===== src/rtl/stack_cache_if.sv =====
// Request channel of the stack cache: valid/op/din from the requester,
// ready back from the stack. An op is taken on a clock where valid & ready.
interface stack_cache_if #(
    parameter int WIDTH = 16
);
    logic             valid;
    logic [1:0]       op;
    logic [WIDTH-1:0] din;
    logic             ready;

    modport master (
        output valid,
        output op,
        output din,
        input  ready
    );

    modport slave (
        input  valid,
        input  op,
        input  din,
        output ready
    );
endinterface


===== src/rtl/stack_cache.sv =====
// Hardware stack: T and N live in flops, deeper entries spill to a
// synchronous-read RAM. The RAM holds count-2 entries, with its top at count-3.
// Ports: clock, nreset (async, active low), bus (valid/op/din/ready),
// clr_err, tos, nos, count, empty, full, overflow, underflow.
module stack_cache #(
    parameter int WIDTH = 16,
    parameter int AW    = 3
) (
    input  logic             clock,
    input  logic             nreset,
    stack_cache_if.slave     bus,
    input  logic             clr_err,
    output logic [WIDTH-1:0] tos,
    output logic [WIDTH-1:0] nos,
    output logic [AW+1:0]    count,
    output logic             empty,
    output logic             full,
    output logic             overflow,
    output logic             underflow
);

    localparam int CW    = AW + 2;
    localparam int DEPTH = 1 << AW;

    localparam logic [CW-1:0] CAP = CW'(DEPTH + 2);
    localparam logic [CW-1:0] C2  = CW'(2);
    localparam logic [CW-1:0] C3  = CW'(3);
    localparam logic [CW-1:0] C4  = CW'(4);

    localparam logic [1:0] OP_PUSH = 2'b01;
    localparam logic [1:0] OP_POP  = 2'b10;
    localparam logic [1:0] OP_REPL = 2'b11;

    localparam logic [0:0] S_IDLE = 1'b0;
    localparam logic [0:0] S_FILL = 1'b1;

    logic [0:0]       state_q, state_d;
    logic [CW-1:0]    count_q, count_d;
    logic [WIDTH-1:0] tos_q, tos_d;
    logic [WIDTH-1:0] nos_q, nos_d;
    logic             ovf_q, ovf_d;
    logic             unf_q, unf_d;

    logic [WIDTH-1:0] mem [DEPTH];
    logic [WIDTH-1:0] rd_q;
    logic [AW-1:0]    wr_addr;
    logic [AW-1:0]    rd_addr;
    logic             we;

    logic ready;
    logic acc;
    logic is_push;
    logic is_pop;
    logic is_repl;
    logic is_empty;
    logic is_full;

    assign ready    = (state_q == S_IDLE);
    assign acc      = bus.valid & ready;
    assign is_push  = (bus.op == OP_PUSH);
    assign is_pop   = (bus.op == OP_POP);
    assign is_repl  = (bus.op == OP_REPL);
    assign is_empty = (count_q == '0);
    assign is_full  = (count_q == CAP);

    // Addresses wrap harmlessly below count 3; the RAM is only
    // written or consumed when enough entries exist.
    assign wr_addr = AW'(count_q - C2);
    assign rd_addr = AW'(count_q - C3);

    always_comb begin
        state_d = S_IDLE;
        count_d = count_q;
        tos_d   = tos_q;
        nos_d   = nos_q;
        ovf_d   = clr_err ? 1'b0 : ovf_q;
        unf_d   = clr_err ? 1'b0 : unf_q;
        we      = 1'b0;

        if (acc) begin
            unique case (1'b1)
                is_push: begin
                    if (is_full) begin
                        ovf_d = 1'b1;
                    end else begin
                        we      = (count_q >= C2);
                        nos_d   = tos_q;
                        tos_d   = bus.din;
                        count_d = count_q + CW'(1);
                        if (count_q >= C2) state_d = S_FILL;
                    end
                end
                is_pop: begin
                    if (is_empty) begin
                        unf_d = 1'b1;
                    end else begin
                        tos_d   = nos_q;
                        nos_d   = (count_q >= C3) ? rd_q : '0;
                        count_d = count_q - CW'(1);
                        if (count_q >= C4) state_d = S_FILL;
                    end
                end
                is_repl: begin
                    if (is_empty) unf_d = 1'b1;
                    else          tos_d = bus.din;
                end
                default: ;
            endcase
        end
    end

    always_ff @(posedge clock or negedge nreset) begin
        if (!nreset) begin
            state_q <= S_IDLE;
            count_q <= '0;
            tos_q   <= '0;
            nos_q   <= '0;
            ovf_q   <= 1'b0;
            unf_q   <= 1'b0;
        end else begin
            state_q <= state_d;
            count_q <= count_d;
            tos_q   <= tos_d;
            nos_q   <= nos_d;
            ovf_q   <= ovf_d;
            unf_q   <= unf_d;
        end
    end

    // Read runs every cycle at the current top; the FILL cycle after a
    // depth change lets rd_q catch up (including a just-written entry).
    always_ff @(posedge clock) begin
        if (we) mem[wr_addr] <= nos_q;
        rd_q <= mem[rd_addr];
    end

    assign bus.ready = ready;
    assign tos       = tos_q;
    assign nos       = nos_q;
    assign count     = count_q;
    assign empty     = is_empty;
    assign full      = is_full;
    assign overflow  = ovf_q;
    assign underflow = unf_q;

endmodule


===== src/flat_wrapper.sv =====
// flat-port wrapper written by rule: the top's interface ports become plain ports
module stack_cache_flat 
#(
    parameter int WIDTH = 16,
    parameter int AW    = 3
)
  (clock, nreset, clr_err, tos, nos, count, empty, full, overflow, underflow, bus_valid, bus_op, bus_din, bus_ready);
  stack_cache_if #(.WIDTH(WIDTH)) bus_i ();
  input  logic clock;
  input  logic nreset;
  input  logic clr_err;
  output logic [WIDTH-1:0] tos;
  output logic [WIDTH-1:0] nos;
  output logic [AW+1:0] count;
  output logic empty;
  output logic full;
  output logic overflow;
  output logic underflow;
  input wire logic [$bits(bus_i.valid)-1:0] bus_valid;
  input wire logic [$bits(bus_i.op)-1:0] bus_op;
  input wire logic [$bits(bus_i.din)-1:0] bus_din;
  output wire logic [$bits(bus_i.ready)-1:0] bus_ready;
  assign bus_i.valid = bus_valid;
  assign bus_i.op = bus_op;
  assign bus_i.din = bus_din;
  assign bus_ready = bus_i.ready;
  stack_cache #(.WIDTH(WIDTH), .AW(AW)) u_core (.clock(clock), .nreset(nreset), .bus(bus_i), .clr_err(clr_err), .tos(tos), .nos(nos), .count(count), .empty(empty), .full(full), .overflow(overflow), .underflow(underflow));
endmodule

===== config.mk =====
export PLATFORM = sky130hd
export DESIGN_NAME = stack_cache_flat
export DESIGN_NICKNAME = d
export VERILOG_FILES = /design/src/rtl/stack_cache_if.sv /design/src/rtl/stack_cache.sv /design/src/flat_wrapper.sv
export SDC_FILE = /design/constraint.sdc
export NUM_CORES = 1
export LEC_CHECK = 0
export CAP_MARGIN = 10
export CELL_PAD_IN_SITES_DETAIL_PLACEMENT = 0
export CELL_PAD_IN_SITES_GLOBAL_PLACEMENT = 1
export CORE_AREA = 2 2 144 146
export DETAILED_ROUTE_END_ITERATION = 7
export DIE_AREA = 0 0 146 148
export GPL_ROUTABILITY_DRIVEN = 0
export PLACE_DENSITY = 0.74
export SYNTH_ARGS = -nofsm -noshare
export SYNTH_HDL_FRONTEND = slang
export SYNTH_SLANG_ARGS = --single-unit

===== constraint.sdc =====
create_clock -name clock -period 3.1 [get_ports clock]
set_input_delay 0.465 -clock clock [delete_from_list [all_inputs] [get_ports clock]]
set_output_delay 0.465 -clock clock [all_outputs]
set_load 0.1 [all_outputs]

# Yosys cells after proc, flatten, opt, wreduce, memory -nomap -nowiden

Memories as Yosys holds them, arrays and structs flattened. A register that Yosys moved wholly into a read port is not among the register bits.
Index checks and enable logic that the tools add are counted.

Flip-flop bits (word level): 40
Bits in writable memories: 128
Bits of input ports: 22
Output and inout port bits: 42
Word-level logic and storage cells: 59
Memories: 1

Add/subtract/negate cells: 4
$lt $le $gt $ge: 3
Eq/ne operators: 7
Muxes and demuxes: 30
Bitwise logic cells: 2
Reductions and logical operators: 6

Memories:

| memory     | depth | bits a word | read ports | clocked after memory_dff | write ports | RTL line          | RTL |
|---|---|---|---|---|---|---|---|
| u_core.mem | 8     | 16          | 1          | 1                        | 1           | stack_cache.sv:44 | `logic [WIDTH-1:0] mem [DEPTH];` |

Operator list:

| cell                | count |
|---|---|
| $mux 16             | 6 |
| $pmux 16 s3         | 1 |
| $pmux 16 s2         | 1 |
| $mux 1              | 18 |
| $ge 5x2->1 const B  | 2 |
| $mux 5              | 2 |
| $pmux 5 s2          | 1 |
| $ne 2x2->1 const B  | 3 |
| $sub 3x2->3 const B | 2 |
| $add 5x1->5 const B | 1 |
| $eq 5x4->1 const B  | 1 |
| $ge 5x3->1 const B  | 1 |
| $logic_not 5->1     | 1 |
| $reduce_and 5->1    | 1 |
| $sub 5x1->5 const B | 1 |
| $eq 2x2->1 const B  | 2 |
| $reduce_and 4->1    | 1 |
| $reduce_bool 3->1   | 1 |
| $eq 2x1->1 const B  | 1 |
| $pmux 1 s2          | 1 |
| $reduce_bool 2->1   | 1 |
| $reduce_or 2->1     | 1 |
| $and 1x1->1         | 1 |
| $not 1->1           | 1 |

# Longest topological paths before layout

Gate-level depths: netlist of run 1.

Word-level depth: 6
Depth in mapped cells: 11
Mapped depth without buffers: 9

# Worst setup path after synthesis of run 1

Ideal clock, no wire load.

Path kind: reg-to-reg
Start: reg u_core.count_q[0] (netlist: u_core.count[0])
End: mem u_core.mem[6][0] (enable)
Setup time: 0.409 ns
Arrival time: 3.787 ns
Data required time: 2.691 ns
Slack: -1.096 ns
Stages on the path, launching flop included: 10
Buffers on the path: 2
Period minus slack after synthesis: 4.196 ns
Cells stage by stage: dfrtp_1 > buf_4 > buf_4 > inv_1 > ha_1 > nand2_1 > o21ai_0 > a21bo_2 > or3_1 > nor3_1

Longest elaborated chain between the ends: 6
Elaborated cells on any way between the ends: 8
Classes of those cells: 1 x add/sub; 1 x order compare; 1 x eq/ne; 5 x mux

RTL lines:

| element                                         | RTL line                             | RTL |
|---|---|---|
| from (decl)                                     | stack_cache.sv:38                    | `logic [CW-1:0] count_q, count_d;` |
| from (signal assigned)                          | stack_cache.sv:122                   | `count_q <= count_d;` |
| $ge 5x2->1 / $eq 5x4->1 (equally long branches) | stack_cache.sv:86, stack_cache.sv:64 |  |
| $mux 1                                          | stack_cache.sv:83                    | `if (is_full) begin` |
| $mux 1                                          | stack_cache.sv:81                    | `unique case (1'b1)` |
| $mux 1                                          | stack_cache.sv:80                    | `if (acc) begin` |
| $mux 1                                          | stack_cache.sv:133                   | `if (we) mem[wr_addr] <= nos_q;` |
| $mux 1 (implied by the code)                    | stack_cache.sv:133                   |  |
| to (decl)                                       | stack_cache.sv:44                    |  |

Parallel ways exist; a longest one is shown, timed or not.

# Worst setup path after layout of run 1

Start: reg u_core.count_q[0] (netlist: u_core.count[0])
End: mem u_core.mem[4][2] (enable)

The elaborated chain is that of the path after synthesis.

==> reports/qor.yml, run 1 <==
grt_antenna_before_repair: 0
synth_cells: 416
ys_seq_area_frac: 0.710
cts_tree: "built"
drt_iter0_drc: 268
grt_max_degree: 33
syn_area_sq_um: 7270
mappedNetlistNets: 449
maxCapViolations: 0
final_area_sq_um: 8870
placementRows: 52
cp-end-kind: "register"
first_pass_iters: 4
grt_pass1_vias: 4130
tns_ns: 0
post-place-ws_ns: 0.214
fillers: 1797
ant_nets: 0
place_area_sq_um: 8240
start_kind: "register"
via_count: 3907
cts-htree-levels: 4
rsz0062_at_grt: "false"
cts_resized: 0
cp.arrival_ns: 2.78
fp.dieH_microns: 148
die_area_sq_um: 21600
initial_core_util: 0.363
synth_area_leaders: "edfxtp_1 (53%), dfrtp_1 (14%), mux4_2 (9.9%)"
synth_top_area_frac: 0.528
synth_seq_cells: 184
grt-ovfl-total: 0
ios: 64
wl_met3_microns: 1080
port_buffers: 63
diodes: 0
hold_buffers: 0
drc: 0
min_period_over_period: 0.851
fin_total_pwr_mw: 9.98
cellPowerDensity_nw_per_um2: 1130
worst_slew_pin_slew_ns: 0.873
max_freq_mhz: 379
cts_buffers: 17
cts_sinks: 184
post_cts_buffers: 0
vdd_drop_max_mv: 0.784
crit_type: "reg -> reg"
hpwl_microns: 9960
finalCriticalPeriod_ns: 2.64
synthFlopType: "edfxtp_1"
clock_path_buffers: 2
synth_area_per_cell_sq_um: 17.5
seqCellArea_sq_um: 5170
die_w_microns: 146
finClkSkew_ns: 0.0127
finalHoldViolCount: 0
clockRootBuffer: "clkbuf_16"
area_growth_pct: 22.0
drt_wl_total_microns: 15400
clk_latency_ns: 0.43
worstHoldPathType: "in -> async"
fin_ws_ns: 0.463
grtUsageTotal: 0.151
wl_met1_microns: 6900
synth.most_common_cell: "edfxtp_1"
async_reset_ff_frac: 0.217
ys_warn_count: 0
crit_fanout: 10
slew-limit-headroom: 0.418
finalNetCount: 533
p_leak_nw: 3.11
setup-violations-final: 0
clkTransAtPathRegs_ns: 0.07
synth_edf_count: 128
met2WireLength_microns: 7160
drive_gt1_frac: 0.322
synthDistinctLibCells: 36
design.core.area_sq_um: 20000
topRoutingLayerUsed: "met4"
status: "finished, final reports clean"
wl_per_cell_microns: 19.7
multi_input_area_sq_um: 2010
maxSlewViolCount: 0
synth_common_cells: "edfxtp_1 (128), nor2_1 (42), dfrtp_1 (40)"
grt_pass1_wl_microns: 24200
finish.utilization: 0.443
cp.required_ns: 3.24
synth_top_cell_by_area: "edfxtp_1"
viasPerCell: 4.99
-- placed cells by master (no fill, tap or decap), types with 17 or more instances in the layout --
cell type	count
a21oi_1	35
clkdlybuf4s50_1	20
dfrtp_1	38
nor2_1	36
mux4_2	32
buf_4	64
edfxtp_1	128
mux2i_1	17
clkbuf_16	17
mux2_2	18
-- worst paths after layout --
kind                                        startpoint                         end  slack (ns)  cells past startpoint
max                        u_core.count[0]$_DFFE_PN0P_  u_core.mem[4][2]$_DFFE_PP_        0.46                      8
min                                             nreset  u_core.underflow$_DFF_PN0_        0.09                      1
max reg2reg                u_core.count[0]$_DFFE_PN0P_  u_core.mem[4][2]$_DFFE_PP_        0.46                      8
min reg2reg                     u_core.rd_q[6]$_DFF_P_   u_core.nos[6]$_DFFE_PN0P_        0.54                      2
max in group asynchronous                       nreset   u_core.tos[5]$_DFFE_PN0P_        2.31                      2
min in group clock              u_core.rd_q[6]$_DFF_P_   u_core.nos[6]$_DFFE_PN0P_        0.54                      2
-- report_power, final --
part	total (mW)	internal (mW)	switching, mW
logic	3.96	1.37	2.59
clock network	2.27	1.36	0.916
registers	3.75	3.23	0.521
total	9.98	5.96	4.02
-- area by class of cell --
cell class / count / area share
flip-flops and latches: 184 / 0.583
well taps: 270 / 0.0381
inverters: 8 / 0.00423
clock inverters: 14 / 0.0224
repair buffers: 85 / 0.0773
clock buffers: 18 / 0.0484
multi-input cells: 204 / 0.227
-- cell families (layout without fill, tap and decap cells) --
group,after synthesis,count (layout),share of synthesized area
flip-flops,184,184,0.710
AND/OR/NAND/NOR,61,61,0.0387
adder cells (fa/ha/maj),11,11,0.0200
buffers and inverters,28,125,0.0212
XOR/XNOR,6,6,0.00826
AO/OA/AOI/OAI,59,59,0.0514
multiplexers,67,67,0.150
-- worst max-delay path: stages (launching register included) --
cell and delay (ns):
dfrtp_4 0.56, inv_8 0.06, ha_1 0.21, nand2_1 0.12, o21ai_0 0.11, a21bo_2 0.25, or3_1 0.47, nor2_2 0.31
buf_4 0.24
-- metal layers --
metal,track usage,vias to the layer above
li1,-,1775
met1,0.209,2010
met2,0.234,105
met3,0.0340,17
met4,0.0597,0
met5,0,-
-- stage by stage --
stage | hold slack (ns) | instances
2_1_floorplan | 0.169 | 416
3_3_place_gp | 0.511 | 751
3_5_place_dp | 0.524 | 751
4_1_cts | 0.111 | 783
5_1_grt | 0.143 | 783
6_report | 0.0865 | 783
-- sequential cells by signal, indices dropped and copies added, names as in the netlist --
| name | flops |
|---|---|
| u_core.mem | 128 |
| u_core.nos | 16 |
| u_core.rd_q | 16 |
| u_core.tos | 16 |
| u_core.count | 5 |
| u_core.overflow | 1 |
| u_core.state_q | 1 |
| u_core.underflow | 1 |
(Power assumes the default switching activity.)
==> run 2: changes to the inputs <==
Settings changed: CAP_MARGIN 10 to 25, CELL_PAD_IN_SITES_DETAIL_PLACEMENT 0 to default, CELL_PAD_IN_SITES_GLOBAL_PLACEMENT 1 to default, PLACE_DENSITY 0.74 to 0.66.
==> run 2 against run 1 <==
Compared with the run above: count of clock-buffer cells in the layout is 12 higher; largest cell class unchanged; sequential share of layout area is 0.37 points higher; sequential power hardly changed; die area stayed put; fmax is 1.5% lower.
==> reports/qor.yml, run 2 (synthesis results as in run 1) <==
status: "finished, final reports clean"
first_pass_iters: 4
drive_gt1_frac: 0.306
slew-limit-headroom: 0.375
maxCapViolations: 0
finalNetCount: 530
finalHoldViolCount: 0
cp.arrival_ns: 2.81
die_w_microns: 146
cts-htree-levels: 4
multi_input_area_sq_um: 2010
area_growth_pct: 21.2
post-place-ws_ns: 0.175
design.core.area_sq_um: 20000
clkTransAtPathRegs_ns: 0.06
cts_buffers: 17
cp.depth: 8
finalCriticalPeriod_ns: 2.68
cts_sinks: 184
grt_antenna_before_repair: 0
r2r_cells: 8
grt-ovfl-total: 0
fp.dieH_microns: 148
fin_ws_ns: 0.423
largest_register_ffs: 128
finish.utilization: 0.440
rsz0062_at_grt: "false"
drt_wl_total_microns: 15700
ant_nets: 0
finClkSkew_ns: 0.0134
initial_core_util: 0.363
cp-end-kind: "register"
regMostFlops: "u_core.mem"
die_area_sq_um: 21600
via_count: 3901
critPathSlowestCell: "dfrtp_4"
drc: 0
port_buffers: 63
clock_path_buffers: 2
maxSlewViolCount: 0
cellPowerDensity_nw_per_um2: 1110
r2r_slack_ns: 0.42
setup-violations-final: 0
wl_per_cell_microns: 20.1
post_cts_buffers: 0
crit_type: "reg -> reg"
vdd_drop_max_mv: 0.817
grtUsageTotal: 0.153
crit_fanout: 13
grt_pass1_vias: 4107
drt_iter0_drc: 274
most-common-layout-cells: "edfxtp_1 (128), buf_4 (58), dfrtp_1 (38)"
path_cells: "inv_8 > ha_1 > nand2_1 > o21ai_0 > a21bo_2 > or3_1 > nor2_2 > buf_12"
cts_resized: 0
seqCellArea_sq_um: 5170
worst_slew_pin_slew_ns: 0.936
grt_max_degree: 41
fillers: 1812
slowest_delay_ns: 0.59
final_common_cell: "edfxtp_1"
grt_pass1_wl_microns: 24600
p_leak_nw: 3.08
path_delay_family: "simple AND/OR/NAND/NOR gates"
start_kind: "register"
clockRootBuffer: "clkbuf_16"
clk_latency_ns: 0.43
reg2reg_to: "u_core.mem[5][14]$_DFFE_PP_"
placementRows: 52
worst-path-buf-inv: 2
min_period_over_period: 0.864
max_freq_mhz: 374
ios: 64
hpwl_microns: 9890
diodes: 0
cp.required_ns: 3.23
regToRegStartpoint: "u_core.count[0]$_DFFE_PN0P_"
cts_tree: "built"
worstHoldPathType: "in -> async"
viasPerCell: 5.00
## run 2: report_power, final
group | internal (mW) | switching [mW] | total [mW]
registers | 3.23 | 0.528 | 3.76
clock network | 1.21 | 0.843 | 2.05
logic | 1.37 | 2.57 | 3.94
total | 5.81 | 3.94 | 9.75
## run 2: per-stage QoR
stage	hold WS [ns]	cell area, sq um	power [mW]	setup TNS (ns)	instances
3_3_place_gp	0.514	8220	7.69	0	746
3_5_place_dp	0.523	8220	7.77	0	746
5_1_grt	0.403	8810	10.2	0	780
2_1_floorplan	0.169	7380	6.79	-1.48	416
4_1_cts	0.248	8780	9.83	0	778
6_report	0.390	8810	9.75	0	780
## run 2: repair_timing
action                     4_1_cts  5_1_grt
hold endpoints to repair         0        4
hold buffers                     0        1
setup endpoints to repair        0        0
## run 2: how the worst max path moves through the flow
stage | startpoint | to | slack (ns)
after floorplan | u_core.count[0]$_DFFE_PN0P_ | u_core.tos[11]$_DFFE_PN0P_ | -0.10
after global placement | bus_op[0] | u_core.count[4]$_DFFE_PN0P_ | 0.27
after detailed placement | bus_op[0] | u_core.count[4]$_DFFE_PN0P_ | 0.17
after CTS | u_core.count[0]$_DFFE_PN0P_ | u_core.mem[5][14]$_DFFE_PP_ | 0.40
after global routing | u_core.count[0]$_DFFE_PN0P_ | u_core.mem[5][14]$_DFFE_PP_ | 0.28
final | u_core.count[0]$_DFFE_PN0P_ | u_core.mem[5][14]$_DFFE_PP_ | 0.42
## run 2: cell type report
class / count / share of cell area
Tap cell: 270 / 0.0383
Clock buffer: 30 / 0.0632
Timing Repair Buffer: 82 / 0.0784
Clock inverter: 2 / 0.00114
Inverter: 8 / 0.00426
Multi-Input combinational cell: 204 / 0.228
Sequential cell: 184 / 0.587
## run 2: routing by layer
metal  GRT usage  share of wire  wire length, microns  vias up
met5           0              0                     0        -
met4      0.0481         0.0092                   144        0
met3      0.0361          0.060                   945        8
met2       0.238           0.48                  7540      115
met1       0.215           0.45                  7050     2008
li1            -              -                     -     1770
==> run 3: changes to the inputs <==
Settings changed: SKIP_LAST_GASP from default to 1.
==> results of run 3 <==
The final DEF is identical to that of run 2; final timing and power are the same.
